--- src/rtl/ysyx_22050550_fetch_ctrl_pkg.sv ---
// Shared definitions for the instruction fetch controller: default widths,
// the boot address and the fetch state encoding.
package ysyx_22050550_fetch_ctrl_pkg;

    localparam int unsigned FETCH_PC_W     = 64;
    localparam int unsigned FETCH_INST_W   = 32;
    localparam logic [63:0] FETCH_RESET_PC = 64'h0000_0000_8000_0000;

    typedef enum logic [1:0] {
        ST_REQ  = 2'd0,
        ST_WAIT = 2'd1,
        ST_OUT  = 2'd2,
        ST_DROP = 2'd3
    } fetchState_e;

endpackage

--- src/rtl/ysyx_22050550_Reg.sv ---
// Generic enabled register with a synchronous active-high reset value.
// Used for the fetch PC and the instruction/PC pair handed to decode.
module ysyx_22050550_Reg
    import ysyx_22050550_fetch_ctrl_pkg::*;
#(
    parameter int unsigned       WIDTH     = 1,
    parameter logic [WIDTH-1:0]  RESET_VAL = '0
) (
    input  logic             clk,
    input  logic             rst,
    input  logic             i_wen,
    input  logic [WIDTH-1:0] i_din,
    output logic [WIDTH-1:0] o_dout
);

    logic [WIDTH-1:0] r_data;

    // Load on enable; reset wins over any write in the same cycle.
    always_ff @(posedge clk) begin
        if (rst) begin
            r_data <= RESET_VAL;
        end else if (i_wen) begin
            r_data <= i_din;
        end
    end

    assign o_dout = r_data;

endmodule

--- src/rtl/ysyx_22050550_fetch_ctrl.sv ---
// Single-outstanding instruction fetch controller.
// REQ issues a fetch, WAIT collects the response, OUT presents it to decode,
// and DROP swallows a response that a redirect has made stale.
// Optional feature macro: YSYX_22050550_FETCH_MISALIGN_EN adds the
// id_misalign output and turns a misaligned PC into a zero instruction
// flagged as misaligned instead of a memory request.
module ysyx_22050550_fetch_ctrl
    import ysyx_22050550_fetch_ctrl_pkg::*;
#(
    parameter int unsigned      PC_W     = FETCH_PC_W,
    parameter int unsigned      INST_W   = FETCH_INST_W,
    parameter logic [PC_W-1:0]  RESET_PC = PC_W'(FETCH_RESET_PC)
) (
    input  logic              clk,
    input  logic              rst,
    input  logic              redirect_valid,
    input  logic [PC_W-1:0]   redirect_pc,
    output logic              imem_req_valid,
    input  logic              imem_req_ready,
    output logic [PC_W-1:0]   imem_req_addr,
    input  logic              imem_resp_valid,
    input  logic [INST_W-1:0] imem_resp_data,
    output logic              id_valid,
    input  logic              id_ready,
    output logic [PC_W-1:0]   id_pc,
`ifdef YSYX_22050550_FETCH_MISALIGN_EN
    output logic              id_misalign,
`endif
    output logic [INST_W-1:0] id_inst
);

    fetchState_e       r_state;
    fetchState_e       w_nextState;

    logic [PC_W-1:0]   w_pc;
    logic [PC_W-1:0]   w_pcNext;
    logic              w_pcWen;
    logic [PC_W-1:0]   w_pcPlus4;

    logic [PC_W-1:0]   w_idPc;
    logic              w_idPcWen;
    logic [INST_W-1:0] w_idInst;
    logic [INST_W-1:0] w_idInstNext;
    logic              w_idInstWen;

    logic              w_misalign;
    logic              w_reqFire;

`ifdef YSYX_22050550_FETCH_MISALIGN_EN
    logic              w_misFlag;
    logic              w_misFlagNext;
    logic              w_misFlagWen;

    assign w_misalign = (w_pc[1:0] != 2'b00);
`else
    assign w_misalign = 1'b0;
`endif

    assign w_pcPlus4      = w_pc + PC_W'(4);
    assign imem_req_valid = (r_state == ST_REQ) && !rst && !w_misalign;
    assign imem_req_addr  = w_pc;
    assign w_reqFire      = imem_req_valid && imem_req_ready;
    assign id_valid       = (r_state == ST_OUT) && !rst;
    assign id_pc          = w_idPc;
    assign id_inst        = w_idInst;

    // State register; reset abandons any outstanding fetch without a drop phase.
    always_ff @(posedge clk) begin
        if (rst) begin
            r_state <= ST_REQ;
        end else begin
            r_state <= w_nextState;
        end
    end

    // Next-state and register-load decisions; a redirect always overrides.
    always_comb begin
        w_nextState  = r_state;
        w_pcWen      = 1'b0;
        w_pcNext     = w_pcPlus4;
        w_idPcWen    = 1'b0;
        w_idInstWen  = 1'b0;
        w_idInstNext = imem_resp_data;
`ifdef YSYX_22050550_FETCH_MISALIGN_EN
        w_misFlagWen  = 1'b0;
        w_misFlagNext = 1'b0;
`endif
        if (redirect_valid) begin
            w_pcWen  = 1'b1;
            w_pcNext = redirect_pc;
        end
        case (r_state)
            ST_REQ: begin
                if (redirect_valid) begin
                    if (w_reqFire) begin
                        w_nextState = ST_DROP;
                    end
                end else if (w_misalign) begin
                    w_nextState  = ST_OUT;
                    w_idPcWen    = 1'b1;
                    w_idInstWen  = 1'b1;
                    w_idInstNext = '0;
`ifdef YSYX_22050550_FETCH_MISALIGN_EN
                    w_misFlagWen  = 1'b1;
                    w_misFlagNext = 1'b1;
`endif
                end else if (imem_req_ready) begin
                    w_nextState = ST_WAIT;
                end
            end
            ST_WAIT: begin
                if (redirect_valid) begin
                    w_nextState = imem_resp_valid ? ST_REQ : ST_DROP;
                end else if (imem_resp_valid) begin
                    w_nextState = ST_OUT;
                    w_pcWen     = 1'b1;
                    w_idPcWen   = 1'b1;
                    w_idInstWen = 1'b1;
`ifdef YSYX_22050550_FETCH_MISALIGN_EN
                    w_misFlagWen = 1'b1;
`endif
                end
            end
            ST_OUT: begin
                if (redirect_valid || id_ready) begin
                    w_nextState = ST_REQ;
                end
            end
            ST_DROP: begin
                if (imem_resp_valid) begin
                    w_nextState = ST_REQ;
                end
            end
            default: begin
                w_nextState = ST_REQ;
            end
        endcase
    end

    ysyx_22050550_Reg #(
        .WIDTH     (PC_W),
        .RESET_VAL (RESET_PC)
    ) u_pcReg (
        .clk    (clk),
        .rst    (rst),
        .i_wen  (w_pcWen),
        .i_din  (w_pcNext),
        .o_dout (w_pc)
    );

    ysyx_22050550_Reg #(
        .WIDTH     (PC_W),
        .RESET_VAL (RESET_PC)
    ) u_idPcReg (
        .clk    (clk),
        .rst    (rst),
        .i_wen  (w_idPcWen),
        .i_din  (w_pc),
        .o_dout (w_idPc)
    );

    ysyx_22050550_Reg #(
        .WIDTH     (INST_W),
        .RESET_VAL ('0)
    ) u_idInstReg (
        .clk    (clk),
        .rst    (rst),
        .i_wen  (w_idInstWen),
        .i_din  (w_idInstNext),
        .o_dout (w_idInst)
    );

`ifdef YSYX_22050550_FETCH_MISALIGN_EN
    ysyx_22050550_Reg #(
        .WIDTH     (1),
        .RESET_VAL (1'b0)
    ) u_misFlagReg (
        .clk    (clk),
        .rst    (rst),
        .i_wen  (w_misFlagWen),
        .i_din  (w_misFlagNext),
        .o_dout (w_misFlag)
    );

    assign id_misalign = id_valid && w_misFlag;
`endif

endmodule

--- config.mk ---
export PLATFORM = sky130hd
export DESIGN_NAME = ysyx_22050550_fetch_ctrl
export DESIGN_NICKNAME = d
export VERILOG_FILES = /design/src/rtl/ysyx_22050550_fetch_ctrl_pkg.sv /design/src/rtl/ysyx_22050550_Reg.sv /design/src/rtl/ysyx_22050550_fetch_ctrl.sv
export SDC_FILE = /design/constraint.sdc
export NUM_CORES = 1
export LEC_CHECK = 0
export ABC_AREA = 0
export BUFFER_PORTS_ARGS = -buffer_cell sky130_fd_sc_hd__buf_2
export CORE_ASPECT_RATIO = 1.1
export CORE_UTILIZATION = 54
export DETAILED_ROUTE_END_ITERATION = 10
export GPL_TIMING_DRIVEN = 0
export PLACE_DENSITY_LB_ADDON = 0.12
export SYNTH_ARGS = -nofsm -noshare
export SYNTH_HDL_FRONTEND = slang
export SYNTH_SLANG_ARGS = --single-unit
--- constraint.sdc ---
create_clock -name clk -period 5.2 [get_ports clk]
set_input_delay 1.3 -clock clk [delete_from_list [all_inputs] [get_ports clk]]
set_output_delay 1.3 -clock clk [all_outputs]
set_load 0.01 [all_outputs]
==> impl_metrics.csv, run 1 <==
group,metric,value,unit
outcome,status,"finished, final reports clean",
grt,grtUsageTotal,34.3,%
logic_synthesis,avgSynthCellArea,7.83,µm²
worst_setup_path,r2r_setup_slack,2.38,ns
logic_synthesis,ys_warn_count,0,
grt,grt_max_degree,17,
sta,setup_viol,0,
logic_synthesis,synth_cell_types,59,
detailed_routing,drc,0,
layout,multi_input_area,3820,µm²
layout,final_util,71.9,%
detailed_routing,totalWireLength,24.5,mm
worst_setup_path,cp_max_fo,10,
worst_setup_path,end_kind,"output port",
placement,port-buffer-count,262,
sta,period_needed,4.38,ns
sta,slew_violations,0,
logic_synthesis,synth_edf_count,0,
logic_synthesis,synth_nets,1047,
clock_network,cts_setup_buffers,0,
die,die_area,14200,µm²
detailed_routing,drtAntennaViolNets,0,
sta,skew,0.00750,ns
sta,rsz0062_at_grt,"false",
hold_path,min_path_type,"register to register",
layout,drive_gt1_share,24.6,%
detailed_routing,wl_per_cell,17.2,µm
logic_synthesis,ys_seq_area_share,43.9,%
layout,antenna_cells,0,
grt,gr-total-overflow,0,
detailed_routing,routed-via-count,8138,
clock_network,path_clk_slew,0.06,ns
clock_network,cts_tree,"built",
logic_synthesis,ys_ff_latch,162,
worst_setup_path,startpoint_type,"input port",
clock_network,hold_buffers,0,
die,fp.dieH,125,µm
detailed_routing,dr.first_iter.drc_count,680,
worst_setup_path,cp.arrival,3.08,ns
logic_synthesis,synthCells,944,
sta,maxClockFrequency,228,MHz
logic_synthesis,ys_async_sr_fraction,0,%
layout,nets,1328,
detailed_routing,via_per_inst,5.72,
grt,grt_pass1_vias,7525,
die,core.rowCount,44,
layout,seqCellArea,3240,µm²
worst_setup_path,critPathKind,"input port to output port",
die,start_util,55.7,%
placement,gp_congestion,0.938,
grt,antenna_found_initial,0,
layout,n_fill_cell,1158,
layout,syn_to_final_growth,29.1,%
power,p_per_area,325,nW/µm²
clock_network,cts.path.max_buffers,2,
sta,finalCritPeriodShare,84.3,%
die,ios,264,
job,cap_violations,0,
worst_setup_path,crit_required,3.90,ns
logic_synthesis,synth_flop_cell,"dfxtp_1",
sta,setup_tns,0,ns
power,p_leak,3.88,nW
clock_network,cts.repair.resized,0,
placement,dp_hpwl,18.0,mm
grt,grt_pass1_wl,37.9,mm
clock_network,htreeDepth,4,
die,core_area,13300,µm²
clock_network,cts_buffers,17,
power,peakVddDrop,0.000170,V
logic_synthesis,synth_area,7390,µm²
die,die_x,114,µm
clock_network,clkLatencyLatePin,0.43,ns
detailed_routing,dr.pass1.iters,5,
sta,worst_slew_pin_slew,0.806,ns
clock_network,cts_sinks,162,
clock_network,root_buffer,"clkbuf_16",
sta,maxSlewHeadroom,46.1,%
sta,report.final.hold_viol_count,0,
[worst paths after layout]
kind / from / to / cells after the start
setup / recovery: rst / imem_req_valid / 6
hold / removal: u_idPcReg.o_dout[33] / u_idPcReg.o_dout[33] / 2
setup reg to reg: r_state[0] / u_idInstReg.o_dout[12] / 6
hold reg to reg: u_idPcReg.o_dout[33] / u_idPcReg.o_dout[33] / 2
[critical path, stage by stage]
cell,delay (ns)
buf_2,0.11
clkbuf_1,0.45
clkbuf_1,0.48
clkbuf_1,0.48
nor3_1,0.08
buf_2,0.17
[final cells by class]
| type | instances | area share (%) |
|---|---|---|
| timing repair buffer | 262 | 13.7 |
| clock buffer | 20 | 4.79 |
| multi-input combinational | 697 | 40.0 |
| inverter | 14 | 0.551 |
| sequential | 162 | 34.0 |
| tap | 184 | 2.41 |
| buffer | 71 | 2.91 |
| clock inverter | 12 | 1.63 |
[per-stage QoR]
stage / cells / hold WS, ns / worst slack, ns / instance area (µm²) / total power [W]
detailed placement: 1390 / 0.443 / 0.881 / 8930 / 0.00182
finish: 1422 / 0.450 / 0.818 / 9540 / 0.00310
global route: 1422 / 0.466 / 0.754 / 9540 / 0.00320
floorplan: 944 / 0.481 / 1.71 / 7390 / 0.00163
CTS: 1422 / 0.452 / 0.880 / 9540 / 0.00310
global placement: 1390 / 0.439 / 0.886 / 8930 / 0.00181
[cell usage after synthesis (4+ instances only)]
cell	number	area share (%)
or4b_1	4	0.54
and4_1	10	1.2
nor2_1	55	2.8
o21ai_0	18	1.2
inv_1	12	0.61
nor4_1	16	1.4
clkbuf_1	61	3.1
nor2b_1	4	0.34
o2111a_1	6	0.91
or3_1	13	1.1
nor4b_1	4	0.47
mux2i_1	4	0.54
a2111oi_0	7	0.83
a21oi_1	107	7.2
dfxtp_1	162	44
xnor2_1	23	2.7
or4_1	8	0.81
buf_1	6	0.30
nor3_1	18	1.2
and3_1	19	1.6
a311oi_1	14	1.7
nand2_1	233	12
nand3_1	29	2.0
a211oi_1	23	2.3
and2_1	4	0.34
xor2_1	5	0.59
nand4_1	27	2.3
[cell usage in the layout, fill, tap and decap left out, types with 13 or more instances in the layout]
master and count:
nand3_1 29, nor3_1 18, or3_1 13, nor4_1 16
a21oi_1 107, clkbuf_16 17, o21ai_0 18, nand4_1 27
a211oi_1 23, xnor2_1 23, a311oi_1 14, clkbuf_1 62
dfxtp_1 162, nand2_1 233, nor2_1 55, and3_1 19
buf_2 265
[cells by family after synthesis]
kind of cell,Yosys count,synth area share (%)
AND/OR/NAND/NOR,466,30.8
AO/OA/AOI/OAI,198,16.8
flip-flops,162,43.9
buffers and inverters,85,4.47
XOR/XNOR,28,3.32
multiplexers,4,0.542
adder cells (fa/ha/maj),1,0.169
[per-layer routing]
layer	GRT usage, %	up-vias	part of all wire (%)	wire (µm)
met5	0	-	0	0
met4	17.5	0	3.7	895
met3	8.52	65	9.0	2210
met2	55.4	394	46	11200
met1	42.1	3766	41	10100
li1	-	3913	-	-
[registers in the layout, indices dropped and copies added, names as in the netlist]
register / cells
u_pcReg.o_dout: 64
u_idPcReg.o_dout: 64
r_state: 2
u_idInstReg.o_dout: 32
[power breakdown]
group,leakage (nW),internal (W),switching [W]
Combinational,2.25,0.000161,0.000255
Clock,0.302,0.000783,0.000519
Sequential,1.32,0.00131,0.0000785
Total,3.88,0.00225,0.000852
Note: power is estimated with default switching activity, not from simulation.
==> inputs of run 2 (changes only) <==
Settings changed: ABC_AREA 0 to 1, CORE_UTILIZATION 54 to 46.
Clock period 5.2 ns to 3.8 ns, I/O delays scaled along.
==> impl_metrics.csv, run 2 <==
group,metric,value,unit
detailed_routing,totalWireLength,33.6,mm
layout,antenna_cells,0,
die,core.rowCount,50,
worst_setup_path,cp_max_fo,10,
detailed_routing,drtAntennaViolNets,0,
grt,grt_pass1_wl,49.4,mm
logic_synthesis,synth_top_area_share,39.5,%
detailed_routing,drc,0,
worst_setup_path,crit_required,2.85,ns
layout,n_fill_cell,1748,
layout,final_common_cell,"buf_2",
layout,final_util,60.3,%
layout,layout_common_cells,"buf_2 (285), nor2_1 (264), nand2_1 (257)",
worst_setup_path,crit_top_cell,"clkbuf_1",
clock_network,hold_buffers,0,
clock_network,cts_buffers,17,
sta,setup_tns,0,ns
clock_network,clkLatencyLatePin,0.45,ns
logic_synthesis,avgSynthCellArea,6.68,µm²
layout,syn_to_final_growth,26.8,%
sta,maxClockFrequency,281,MHz
grt,antenna_found_initial,0,
die,die_x,129,µm
sta,skew,0.0195,ns
clock_network,cts.path.max_buffers,2,
placement,dp_hpwl,25.7,mm
clock_network,root_buffer,"clkbuf_16",
sta,finalCritPeriodShare,93.5,%
layout,multi_input_area,4310,µm²
sta,setup_viol,0,
logic_synthesis,yosysTopAreaCell,"dfxtp_1",
sta,report.final.hold_viol_count,0,
power,peakVddDrop,0.000311,V
die,die_area,18400,µm²
worst_setup_path,crit_family,"buffers and inverters",
detailed_routing,wl_per_cell,19.1,µm
logic_synthesis,synth_flop_cell,"dfxtp_1",
logic_synthesis,synth_edf_count,0,
worst_setup_path,cpPeakStageDelay,0.68,ns
logic_synthesis,ys_warn_count,0,
worst_setup_path,startpoint_type,"input port",
detailed_routing,via_per_inst,5.43,
detailed_routing,dr.first_iter.drc_count,837,
sta,slew_violations,0,
worst_setup_path,cp_cell_sequence,"clkbuf_1 > clkbuf_2 > clkbuf_1 > nor2_1 > buf_2",
clock_network,cts_tree,"built",
worst_setup_path,cp_slowest_cell,"clkbuf_1",
logic_synthesis,ys_async_sr_fraction,0,%
worst_setup_path,critPathKind,"input port to output port",
sta,rsz0062_at_grt,"false",
grt,gr-total-overflow,0,
sta,maxSlewHeadroom,37.3,%
die,fp.dieH,142,µm
detailed_routing,routed-via-count,9540,
logic_synthesis,ys_ff_latch,162,
power,p_per_area,439,nW/µm²
die,core_area,17300,µm²
hold_path,min_path_type,"register to register",
placement,gp_congestion,0.987,
placement,place_area,9810,µm²
worst_setup_path,crit_buf_inv,4,
clock_network,cts_sinks,162,
layout,drive_gt1_share,24.7,%
logic_synthesis,synth_cell_types,44,
layout,seqCellArea,3240,µm²
grt,grt_pass1_vias,8506,
placement,port-buffer-count,262,
die,ios,264,
die,start_util,47.5,%
worst_setup_path,end_kind,"output port",
grt,grt_max_degree,17,
detailed_routing,dr.pass1.iters,6,
sta,worst_slew_pin_slew,0.940,ns
power,p_leak,4.82,nW
worst_setup_path,cp.arrival,2.60,ns
logic_synthesis,synthTopCellsByCount,"nor2_1 (264), nand2_1 (257), dfxtp_1 (162)",
clock_network,path_clk_slew,0.06,ns
clock_network,htreeDepth,4,
sta,period_needed,3.55,ns
logic_synthesis,synth_area,8210,µm²
grt,grtUsageTotal,36.8,%
clock_network,cts_setup_buffers,0,
logic_synthesis,synth_area_leaders,"dfxtp_1 (40%), nor2_1 (12%), nand2_1 (12%)",
logic_synthesis,ys_seq_area_share,39.5,%
logic_synthesis,synthCells,1229,
layout,final_area,10400,µm²
logic_synthesis,synth_nets,1332,
layout,nets,1613,
logic_synthesis,synth_most_common_cell,"nor2_1",
outcome,status,"finished, final reports clean",
job,cap_violations,0,
## run 2: layout make-up
class	count	share of cell area (%)
multi-input combinational	903	41.4
timing repair buffer	262	12.6
clock inverter	14	1.61
buffer	62	2.60
sequential	162	31.2
clock buffer	18	4.12
tap	234	2.81
inverter	102	3.71
## run 2: power breakdown
part | switching [W] | internal [W]
Clock | 0.000800 | 0.000989
Sequential | 0.000128 | 0.00184
Combinational | 0.000527 | 0.000291
Total | 0.00145 | 0.00312
## run 2: cell families after synthesis
kind of cell | count (synthesis) | share of synthesized area [%]
buf+inv | 164 | 7.99
simple gates | 670 | 35.7
fa+ha+maj | 1 | 0.152
flops | 162 | 39.5
xor+xnor | 4 | 0.427
compound gates | 228 | 16.2
## run 2: worst paths after layout
check                            to  slack [ns]  cells after the start                   start
max                        id_valid        0.25                      5                     rst
min          u_idInstReg.o_dout[21]        0.48                      2  u_idInstReg.o_dout[21]
max reg2reg      u_pcReg.o_dout[36]        1.66                     12       u_pcReg.o_dout[3]
min reg2reg  u_idInstReg.o_dout[21]        0.48                      2  u_idInstReg.o_dout[21]
## run 2: repair_timing
| action | CTS | global route |
|---|---|---|
| gates resized for setup | 1 | 0 |
| endpoints found under the hold margin | 0 | 0 |
| endpoints found under the setup margin | 1 | 0 |
## run 2: routing by layer
| layer | part of all wire (%) | GRT usage (%) | up-vias |
|---|---|---|---|
| met5 | 0 | 0 | - |
| met4 | 4.8 | 19.2 | 0 |
| met3 | 10 | 8.61 | 81 |
| met2 | 45 | 59.5 | 534 |
| met1 | 39 | 45.4 | 4333 |
| li1 | - | - | 4592 |
## run 2: per-stage QoR
stage	setup WS, ns	power (W)	hold slack, ns	std cells
2_1_floorplan	0.992	0.00242	0.504	1229
3_3_place_gp	0.0248	0.00279	0.458	1725
3_5_place_dp	0.00298	0.00280	0.464	1725
4_1_cts	0.286	0.00456	0.480	1757
5_1_grt	0.161	0.00474	0.502	1757
6_report	0.247	0.00457	0.477	1757
## run 2: tightest hold or removal path: stages (launching register included)
cell	delay, ns
dfxtp_1	0.32
nor2_1	0.05
nor2_1	0.08
